File: src/rtl/pulse_period_meter_pkg.sv
// Shared definitions for the periodic-pulse receive logic: FSM state
// encodings reused by the pulse blocks.
package pulse_period_meter_pkg;

   typedef enum logic [1:0] {
      ST_IDLE = 2'd0,
      ST_ARM  = 2'd1,
      ST_MEAS = 2'd2
   } state_t;

endpackage

File: src/rtl/pulse_period_meter.sv
// Periodic-pulse receive side: measures the clk-cycle spacing of a strobe
// train, hands each period out over valid/ready, and flags lost pulses
// (timeout) and results overwritten before they were consumed (overrun).
module pulse_period_meter
   import pulse_period_meter_pkg::*;
#(
   parameter int NBITS   = 16,
   parameter int TIMEOUT = 50000
) (
   input  logic             clk,
   input  logic             rst_n,
   input  logic             enable,
   input  logic             pulse_in,
   output logic [NBITS-1:0] period,
   output logic             period_valid,
   input  logic             period_ready,
   output logic             timeout,
   output logic             overrun,
   output logic             locked
);

   // An unusable TIMEOUT would either never fire or never be reachable.
   generate
      if ((TIMEOUT < 1) ||
          (longint'(TIMEOUT) > ((longint'(1) << NBITS) - longint'(1)))) begin : g_bad_timeout
         $error("pulse_period_meter: TIMEOUT must be in 1 .. 2**NBITS-1");
      end
   endgenerate

   localparam logic [NBITS-1:0] TIMEOUT_V = NBITS'(TIMEOUT);
   localparam logic [NBITS-1:0] CNT_ONE   = NBITS'(1);

   state_t           state;
   logic [NBITS-1:0] cnt;
   logic             new_result;
   logic             accept;
   logic             cnt_expired;

   // Decode which of result / transfer / timeout happens this cycle.
   always_comb begin
      new_result  = 1'b0;
      accept      = 1'b0;
      cnt_expired = 1'b0;
      if (enable && (state == ST_MEAS) && pulse_in) begin
         new_result = 1'b1;
      end else begin
         new_result = 1'b0;
      end
      if (period_valid && period_ready) begin
         accept = 1'b1;
      end else begin
         accept = 1'b0;
      end
      if (enable && (state == ST_MEAS) && !pulse_in && (cnt == TIMEOUT_V)) begin
         cnt_expired = 1'b1;
      end else begin
         cnt_expired = 1'b0;
      end
   end

   // FSM, period counter, result register and status flags; all outputs registered.
   always_ff @(posedge clk) begin
      if (!rst_n) begin
         state        <= ST_IDLE;
         cnt          <= '0;
         period       <= '0;
         period_valid <= 1'b0;
         timeout      <= 1'b0;
         overrun      <= 1'b0;
         locked       <= 1'b0;
      end else if (!enable) begin
         // Period is deliberately kept so the last result stays readable.
         state        <= ST_IDLE;
         cnt          <= '0;
         period_valid <= 1'b0;
         timeout      <= 1'b0;
         overrun      <= 1'b0;
         locked       <= 1'b0;
      end else begin
         timeout <= cnt_expired;

         case (state)
            ST_IDLE: begin
               // Events on the cycle enable rises are not counted.
               state <= ST_ARM;
               cnt   <= '0;
            end
            ST_ARM: begin
               if (pulse_in) begin
                  state <= ST_MEAS;
                  cnt   <= CNT_ONE;
               end else begin
                  state <= ST_ARM;
               end
            end
            ST_MEAS: begin
               if (pulse_in) begin
                  cnt <= CNT_ONE;
               end else if (cnt_expired) begin
                  state  <= ST_ARM;
                  cnt    <= '0;
                  locked <= 1'b0;
               end else begin
                  cnt <= cnt + CNT_ONE;
               end
            end
            default: begin
               state <= ST_IDLE;
               cnt   <= '0;
            end
         endcase

         // A landing result wins over a same-cycle transfer, so valid stays up.
         if (new_result) begin
            period       <= cnt;
            period_valid <= 1'b1;
            locked       <= 1'b1;
            if (period_valid && !period_ready) begin
               overrun <= 1'b1;
            end else begin
               overrun <= overrun;
            end
         end else if (accept) begin
            period_valid <= 1'b0;
         end else begin
            period_valid <= period_valid;
         end
      end
   end

endmodule
File: config.mk
export PLATFORM = sky130hd
export DESIGN_NAME = pulse_period_meter
export DESIGN_NICKNAME = d
export VERILOG_FILES = /design/src/rtl/pulse_period_meter_pkg.sv /design/src/rtl/pulse_period_meter.sv
export SDC_FILE = /design/constraint.sdc
export NUM_CORES = 1
export LEC_CHECK = 0
export BUFFER_PORTS_ARGS = -buffer_cell sky130_fd_sc_hd__buf_2
export CAP_MARGIN = 20
export CORE_ASPECT_RATIO = 0.75
export CORE_UTILIZATION = 40
export CTS_BUF_LIST = sky130_fd_sc_hd__clkbuf_4 sky130_fd_sc_hd__clkbuf_8 sky130_fd_sc_hd__clkbuf_16
export DETAILED_ROUTE_END_ITERATION = 6
export GPL_TIMING_DRIVEN = 0
export MAX_ROUTING_LAYER = met4
export PLACE_DENSITY = 0.63
export SKIP_CTS_REPAIR_TIMING = 1
export SLEW_MARGIN = 20
export SYNTH_ARGS = -nofsm -noshare
export SYNTH_HDL_FRONTEND = slang
export SYNTH_SLANG_ARGS = --single-unit
File: constraint.sdc
create_clock -name clk -period 3.23 [get_ports clk]
set_clock_uncertainty 0.2 [all_clocks]
set_input_delay 0.323 -clock clk [delete_from_list [all_inputs] [get_ports clk]]
set_output_delay 0.323 -clock clk [all_outputs]
set_load 0.02 [all_outputs]
==> summary.md, run 1 <==
| Metric | Value |
|---|---|
| CP Data Required Time | ~3.2 ns |
| Leak Pwr | 0.727 nW |
| Area grow syn2layout | 14.6% |
| Chip Height | 61.0 um |
| Worst endpoint data arrival time | between 2 and 3 ns |
| Wire length of the first global-routing pass | a little under 7000 um |
| Max_slew headroom | 0.589 |
| Pre-antenna DRT Iters | 4 |
| Final #Nets | about 250 |
| Yosys top cell by area | dfxtp_1 |
| Slew Limit Fails | 0 |
| Top sig layer | met4 |
| Initial antenna violation count | 0 |
| Starting Density | 0.415 |
| Detailed Route WL | 4050 um |
| Clk slew on worst S/H paths | approximately 0.070 ns |
| Num CTS Buffers | 5 |
| Max-cap violations | 0 |
| WL met2 | approximately 1600 um |
| Crit end category | flop |
| Endpoints failing setup | 0 |
| GR Overflow Total | 0 |
| Crit path largest cell delay | around 0.43 ns |
| Worst Hold Class | primary input to flop |
| 1st-iter DRT viols | 90 |
| Core ar. | about 0.0045 mm2 |
| Worst skew pair latency | approximately 0.29 ns |
| Number of fill cells | around 450 |
| Worst setup path class | flop to flop |
| Syn nets | ~220 |
| CTS root buf | clkbuf_8 |
| Critical-path top delay cell | o21ai_0 |
| Worst reg2reg setup slack | between 0.4 and 0.5 ns |
| WL per Instance | between 10 and 15 um |
| Cells after Synth | between 200 and 250 |
| Max rail drop VDD | between 0.2 and 0.3 mV |
| Crit path cell chain | inv_1 > ha_1 > clkbuf_1 > nor4bb_1 > nand3_1 > o21ai_0 > buf_2 > a221oi_1 |
| Area of the multi-input gates | a little under 0.001 mm2 |
| Synth Register Bits | 38 |
| Final min period | around 2.7 ns |
| Reg area | between 700 and 800 um2 |
| # IOs | 25 |
| Fmax | approximately 370 MHz |
| Unrepaired setup endpoints after global routing | no |
| Die area | about 0.005 mm2 |
| Sequential area share after synthesis | 0.410 |
| Total track usage | 0.191 |
| Final period utilization | 0.846 |
| Status | completed |
| Antenna Nets Post-Route | 0 |
| Metal3 WL | between 150 and 200 um |
| Met1 Routed Length | 2170 um |
| Setup tns final | 0 ns |
| TritonCTS clock tree | done |
| Layout cell share with drive strength beyond 1 | 0.178 |
| Finished Core Util | 0.476 |
| PwrDens | 381 mW/mm2 |
| Ant diodes | 0 |
| Gpl congestion | around 0.86 |
| Via Count | 1620 |
| Ys flop type | dfxtp_1 |
| Pin count of the biggest net entering global routing | 12 |
| Drt via density | 5.44 |
| PnR worst setup slack | 0.496 ns |
| Vias in the first global route | roughly 1.4k |
| Post-Syn Area per Cell | 8.83 um2 |
| Async S/R FF share, synth | 0 |
| Post-Syn Area | around 0.0019 mm2 |
| Number of remaining DRC errors | 0 |
| Yosys warns | 0 |
| IO Port Bufs | 24 |
| Post-DP HPWL | roughly 2900 um |
| Area contributors post-synth | dfxtp_1 (41%), nand2_1 (8.3%), a21boi_0 (6.5%), ha_1 (4.7%), a211oi_1 (2.4%) |
| Top cell type's share of synthesized area | 0.410 |
| Die Wd | roughly 80 um |
| Slew @ Worst Pin | ~0.62 ns |
| Clock sinks | 38 |
| Number of synthesized flops with an enable pin | 0 |
| CTS HTree Levels | 2 |
| Unique masters post-synth | 43 |
| Row cnt | 21 |
| CP Launch Type | flop |
| Pre-CTS setup slack | between 0.5 and 0.6 ns |
| Final hold vios | 0 |
| CP max FO | 10 |
| Clock tree buffer depth | 2 |
==> Yosys cell counts (2+ instances only) <==
library cell	instances
nand2_1	41
dfxtp_1	38
a21boi_0	16
clkbuf_1	10
inv_1	8
ha_1	7
nand3_1	7
o21ai_0	7
a211oi_1	6
or3_1	6
a21oi_1	5
nand4_1	5
a221oi_1	4
xnor2_1	4
a221oi_2	3
nor2_1	3
nor3_1	3
nor4_1	3
o31ai_1	3
xor2_1	3
and3_1	2
buf_2	2
buf_6	2
nand3b_1	2
nor4bb_1	2
==> where the power goes <==
| group | switching, mW | total (mW) | internal (mW) | leakage (nW) |
|---|---|---|---|---|
| combinational | 0.0223 | 0.0350 | 0.0127 | 0.377 |
| sequential | 0.00143 | 0.471 | 0.469 | 0.306 |
| clock | 0.159 | 0.304 | 0.145 | 0.0438 |
==> critical path: cells and delay by family (launching register included) <==
kind,cells,cell delay [ns]
flip-flops,1,0.34
AO/OA/AOI/OAI,2,0.55
adder cells (fa/ha/maj),1,0.15
AND/OR/NAND/NOR,2,0.57
buffers and inverters,3,0.76
==> layout make-up <==
type | count | area share
clock buffers | 5 | 0.0324
clock inverters | 2 | 0.00471
multi-input cells | 150 | 0.468
plain buffers | 14 | 0.0330
flip-flops and latches | 38 | 0.358
inverters | 8 | 0.0141
repair buffers | 24 | 0.0565
well taps | 57 | 0.0336
==> stage by stage <==
stage                     total power, mW  hold WS, ns  instances  area [um2]
after floorplan                     0.504        0.263        210        1850
after global placement              0.516        0.246        291        2050
after detailed placement            0.517        0.252        291        2050
after CTS                           0.819        0.118        298        2120
after global routing                0.847        0.145        298        2120
final                               0.810        0.123        298        2120
==> per-layer routing <==
| layer | up-vias | track usage |
|---|---|---|
| li1 | 816 | - |
| met1 | 762 | 0.268 |
| met3 | 6 | 0.0451 |
| met2 | 36 | 0.255 |
| met5 | - | - |
| met4 | 0 | 0.0867 |
==> cells in the final DEF, fill, tap and decap left out, drive strengths merged, types with 2 or more instances in the layout <==
cell type / instances
a211oi: 6
a21boi: 16
a21oi: 5
a221oi: 7
and3: 2
buf: 28
clkbuf: 15
clkinv: 2
dfxtp: 38
ha: 7
inv: 8
nand2: 41
nand3: 7
nand3b: 2
nand4: 5
nor2: 3
nor2b: 2
nor3: 3
nor4: 3
nor4bb: 2
o21ai: 7
o31ai: 3
or3: 7
or4: 2
or4b: 2
xnor2: 4
xor2: 3
==> cell families after synthesis <==
| family | synth area share |
|---|---|
| compound gates | 0.199 |
| xor+xnor | 0.0331 |
| fa+ha+maj | 0.0472 |
| buf+inv | 0.0540 |
| flops | 0.410 |
| mux | 0.00540 |
| simple gates | 0.251 |
==> flip-flops by register name, summed over array words and instances (netlist names) <==
signal / flops
locked: 1
period: 16
period_valid: 1
timeout: 1
cnt: 16
state: 2
overrun: 1
==> path summary, 6_finish.rpt <==
| check | depth (start not counted) | to | from |
|---|---|---|---|
| setup / recovery | 8 | cnt[13] | state[0] |
| hold reg to reg | 2 | period[2] | period[2] |
| setup reg to reg | 8 | cnt[13] | state[0] |
| hold / removal | 3 | period_valid | period_ready |
Power figures use the tool's default switching activity.
==> run 2: changes to the inputs <==
PLACE_DENSITY = 0.65   (was 0.63)
clock period = 2.4 ns   (was 3.23 ns; I/O delays follow)
==> run 2 against run 1 <==
The flow now finishes with violations (setup timing). Register-to-register slack lost 0.51 ns. Non-clock buffer count grew 2. Final area grew 4.8%. Clock power grew 120%. Worst setup slack lost 0.51 ns. Combinational power grew 40%. Critical endpoint is now cnt[9]. Cell count grew 1.0%. Largest cell class unchanged. Critical path depth is the same. Die area is the same. Core utilization grew 2.3 points.
==> summary.md, run 2 (synthesis results as in run 1) <==
| Metric | Value |
|---|---|
| # IOs | 25 (unchanged) |
| Slew Limit Fails | 0 (unchanged) |
| Violated checks | setup timing |
| Die Wd | 80.6 um (unchanged) |
| Leading cell types in the layout, fill and taps excluded | nand2_1 (41), dfxtp_1 (37), buf_2 (24) |
| CP max FO | 9 (-1) |
| GR Overflow Total | 0 (unchanged) |
| PwrDens | 608 mW/mm2 (+60%) |
| Initial antenna violation count | 0 (unchanged) |
| Row cnt | 21 (unchanged) |
| Unrepaired setup endpoints after global routing | yes |
| Worst Hold Class | primary input to flop |
| Num CTS Buffers | 5 (unchanged) |
| Max_slew headroom | 0.625 (+0.0355) |
| Final period utilization | 1.00 (+0.157) |
| Endpoints failing setup | 1 (+1) |
| Max rail drop VDD | 0.345 mV (+35%) |
| Hold_ws | 0.0383 ns (-0.0845 ns) |
| Core ar. | 0.00447 mm2 (unchanged) |
| Number of fill cells | 435 (-4.2%) |
| Leak Pwr | 0.773 nW (+6.3%) |
| CTS root buf | clkbuf_8 |
| 1st-iter DRT viols | 70 (-22%) |
| Top Registers | cnt (16), period (16), state (2) |
| Final min period | 2.41 ns (-0.325 ns) |
| R2r startpoint | state[1] |
| Antenna Nets Post-Route | 0 (unchanged) |
| Worst setup path class | flop to flop |
| Worst skew pair latency | 0.29 ns (about the same) |
| Clk slew on worst S/H paths | 0.07 ns (about the same) |
| Slew @ Worst Pin | 0.563 ns (-0.0532 ns) |
| Status | complete, but fails checks |
| Die area | 0.00492 mm2 (unchanged) |
| Non-Filler Instances | 301 (+1.0%) |
| Worst setup path start | state[1] |
| Layout cell share with drive strength beyond 1 | 0.213 (+0.0347) |
| CP Data Required Time | 2.38 ns (-0.79 ns) |
| WL per Instance | 13.9 um (+2.7%) |
| CP Launch Type | flop |
| Vias in the first global route | 1392 (+0.29%) |
| Pin count of the biggest net entering global routing | 13 (+1) |
| Chip Height | 61.0 um (unchanged) |
| Worst endpoint data arrival time | 2.39 ns (-0.28 ns) |
| Drt via density | 5.35 (-1.6%) |
| Starting Density | 0.415 (unchanged) |
| Pre-antenna DRT Iters | 4 (unchanged) |
| Worst reg2reg path depth | 8 (unchanged) |
| Clock sinks | 38 (unchanged) |
| Detailed Route WL | 4200 um (+3.8%) |
| Wire length of the first global-routing pass | 6690 um (-0.71%) |
| Gpl congestion | 0.831 (-3.2%) |
| Most common cell after layout, fill and taps aside | nand2_1 |
| Area after DPL | 0.00205 mm2 (unchanged) |
| Fmax | 415 MHz (+13%) |
| Max-cap violations | 0 (unchanged) |
| Worst reg2reg setup slack | -0.009 ns (-0.51 ns) |
| Total track usage | 0.190 (-0.000733) |
| Number of remaining DRC errors | 0 (unchanged) |
| PnR worst setup slack | -0.00909 ns (-0.505 ns) |
| Final #Nets | 255 (+0.79%) |
| Clock tree buffer depth | 2 (unchanged) |
| CP Capture Point | cnt[9] |
| CTS HTree Levels | 2 (unchanged) |
| DP Cell Count | 291 (unchanged) |
| Area grow syn2layout | 20.0% |
| IO Port Bufs | 24 (unchanged) |
| Post-DP HPWL | 2890 um (+1.2%) |
| Final instance area | 0.00223 mm2 (+4.8%) |
| Crit end category | flop |
| Via Count | 1610 (-0.62%) |
| Final hold vios | 0 (unchanged) |
| TritonCTS clock tree | done |
| Ant diodes | 0 (unchanged) |
| FF-to-FF End | cnt[9] |
## run 2: cell types whose count changed in the layout (fill, tap and decap cells not counted), sizes merged
cell	delta
clkbuf	+1
bufinv	+2
buf	+2
clkinv	-2
## run 2: final cells by class
class,instances,area (um2),area share
Buffer,13,72.6,0.0326
Clock buffer,6,82.6,0.0371
Clock inverter,2,60.1,0.0270
Inverter,8,30.0,0.0135
Multi-Input combinational cell,150,1000,0.450
Sequential cell,38,764,0.343
Tap cell,57,71.3,0.0320
Timing Repair Buffer,27,143,0.0641
## run 2: worst min-delay path by stage
stage / startpoint / to / slack (ns) / depth (start not counted)
3_5_place_dp: period[15] / period[15] / 0.25 / 2
2_1_floorplan: rst_n / period[0] / 0.19 / 1
3_3_place_gp: period[2] / period[2] / 0.25 / 2
5_1_grt: period_ready / period_valid / 0.07 / 3
4_1_cts: period_ready / period_valid / 0.04 / 3
6_report: period_ready / period_valid / 0.04 / 3
## run 2: worst max-delay path, cell delays in order, from the launching register on
cell and delay [ns]:
dfxtp_4 0.36, inv_1 0.06, ha_2 0.20, nor2b_4 0.13
buf_6 0.13, or3_1 0.37, buf_4 0.17, or3_1 0.36
a221oi_1 0.33
## run 2: layer usage
metal  routed length (um)  track usage  vias up
li1                     -            -      815
met1                 2200        0.258      736
met2                 1700        0.265       51
met3                  249       0.0571        8
met4                   46       0.0689        0
met5                    0            -        -
## run 2: stage by stage
stage	setup slack, ns	utilization	setup TNS (ns)	power (mW)
2_1_floorplan	0.0325	-	0	0.679
3_3_place_gp	-0.202	0.458	-1.77	0.695
3_5_place_dp	-0.247	0.458	-2.59	0.696
4_1_cts	-0.283	0.490	-3.29	1.36
5_1_grt	-0.0670	0.498	-0.212	1.40
6_report	-0.00909	0.498	-0.00909	1.35
## run 2: power breakdown
group | total [mW] | internal [mW] | switching, mW
Sequential | 0.633 | 0.631 | 0.00204
Clock | 0.673 | 0.443 | 0.229
Combinational | 0.0490 | 0.0181 | 0.0310
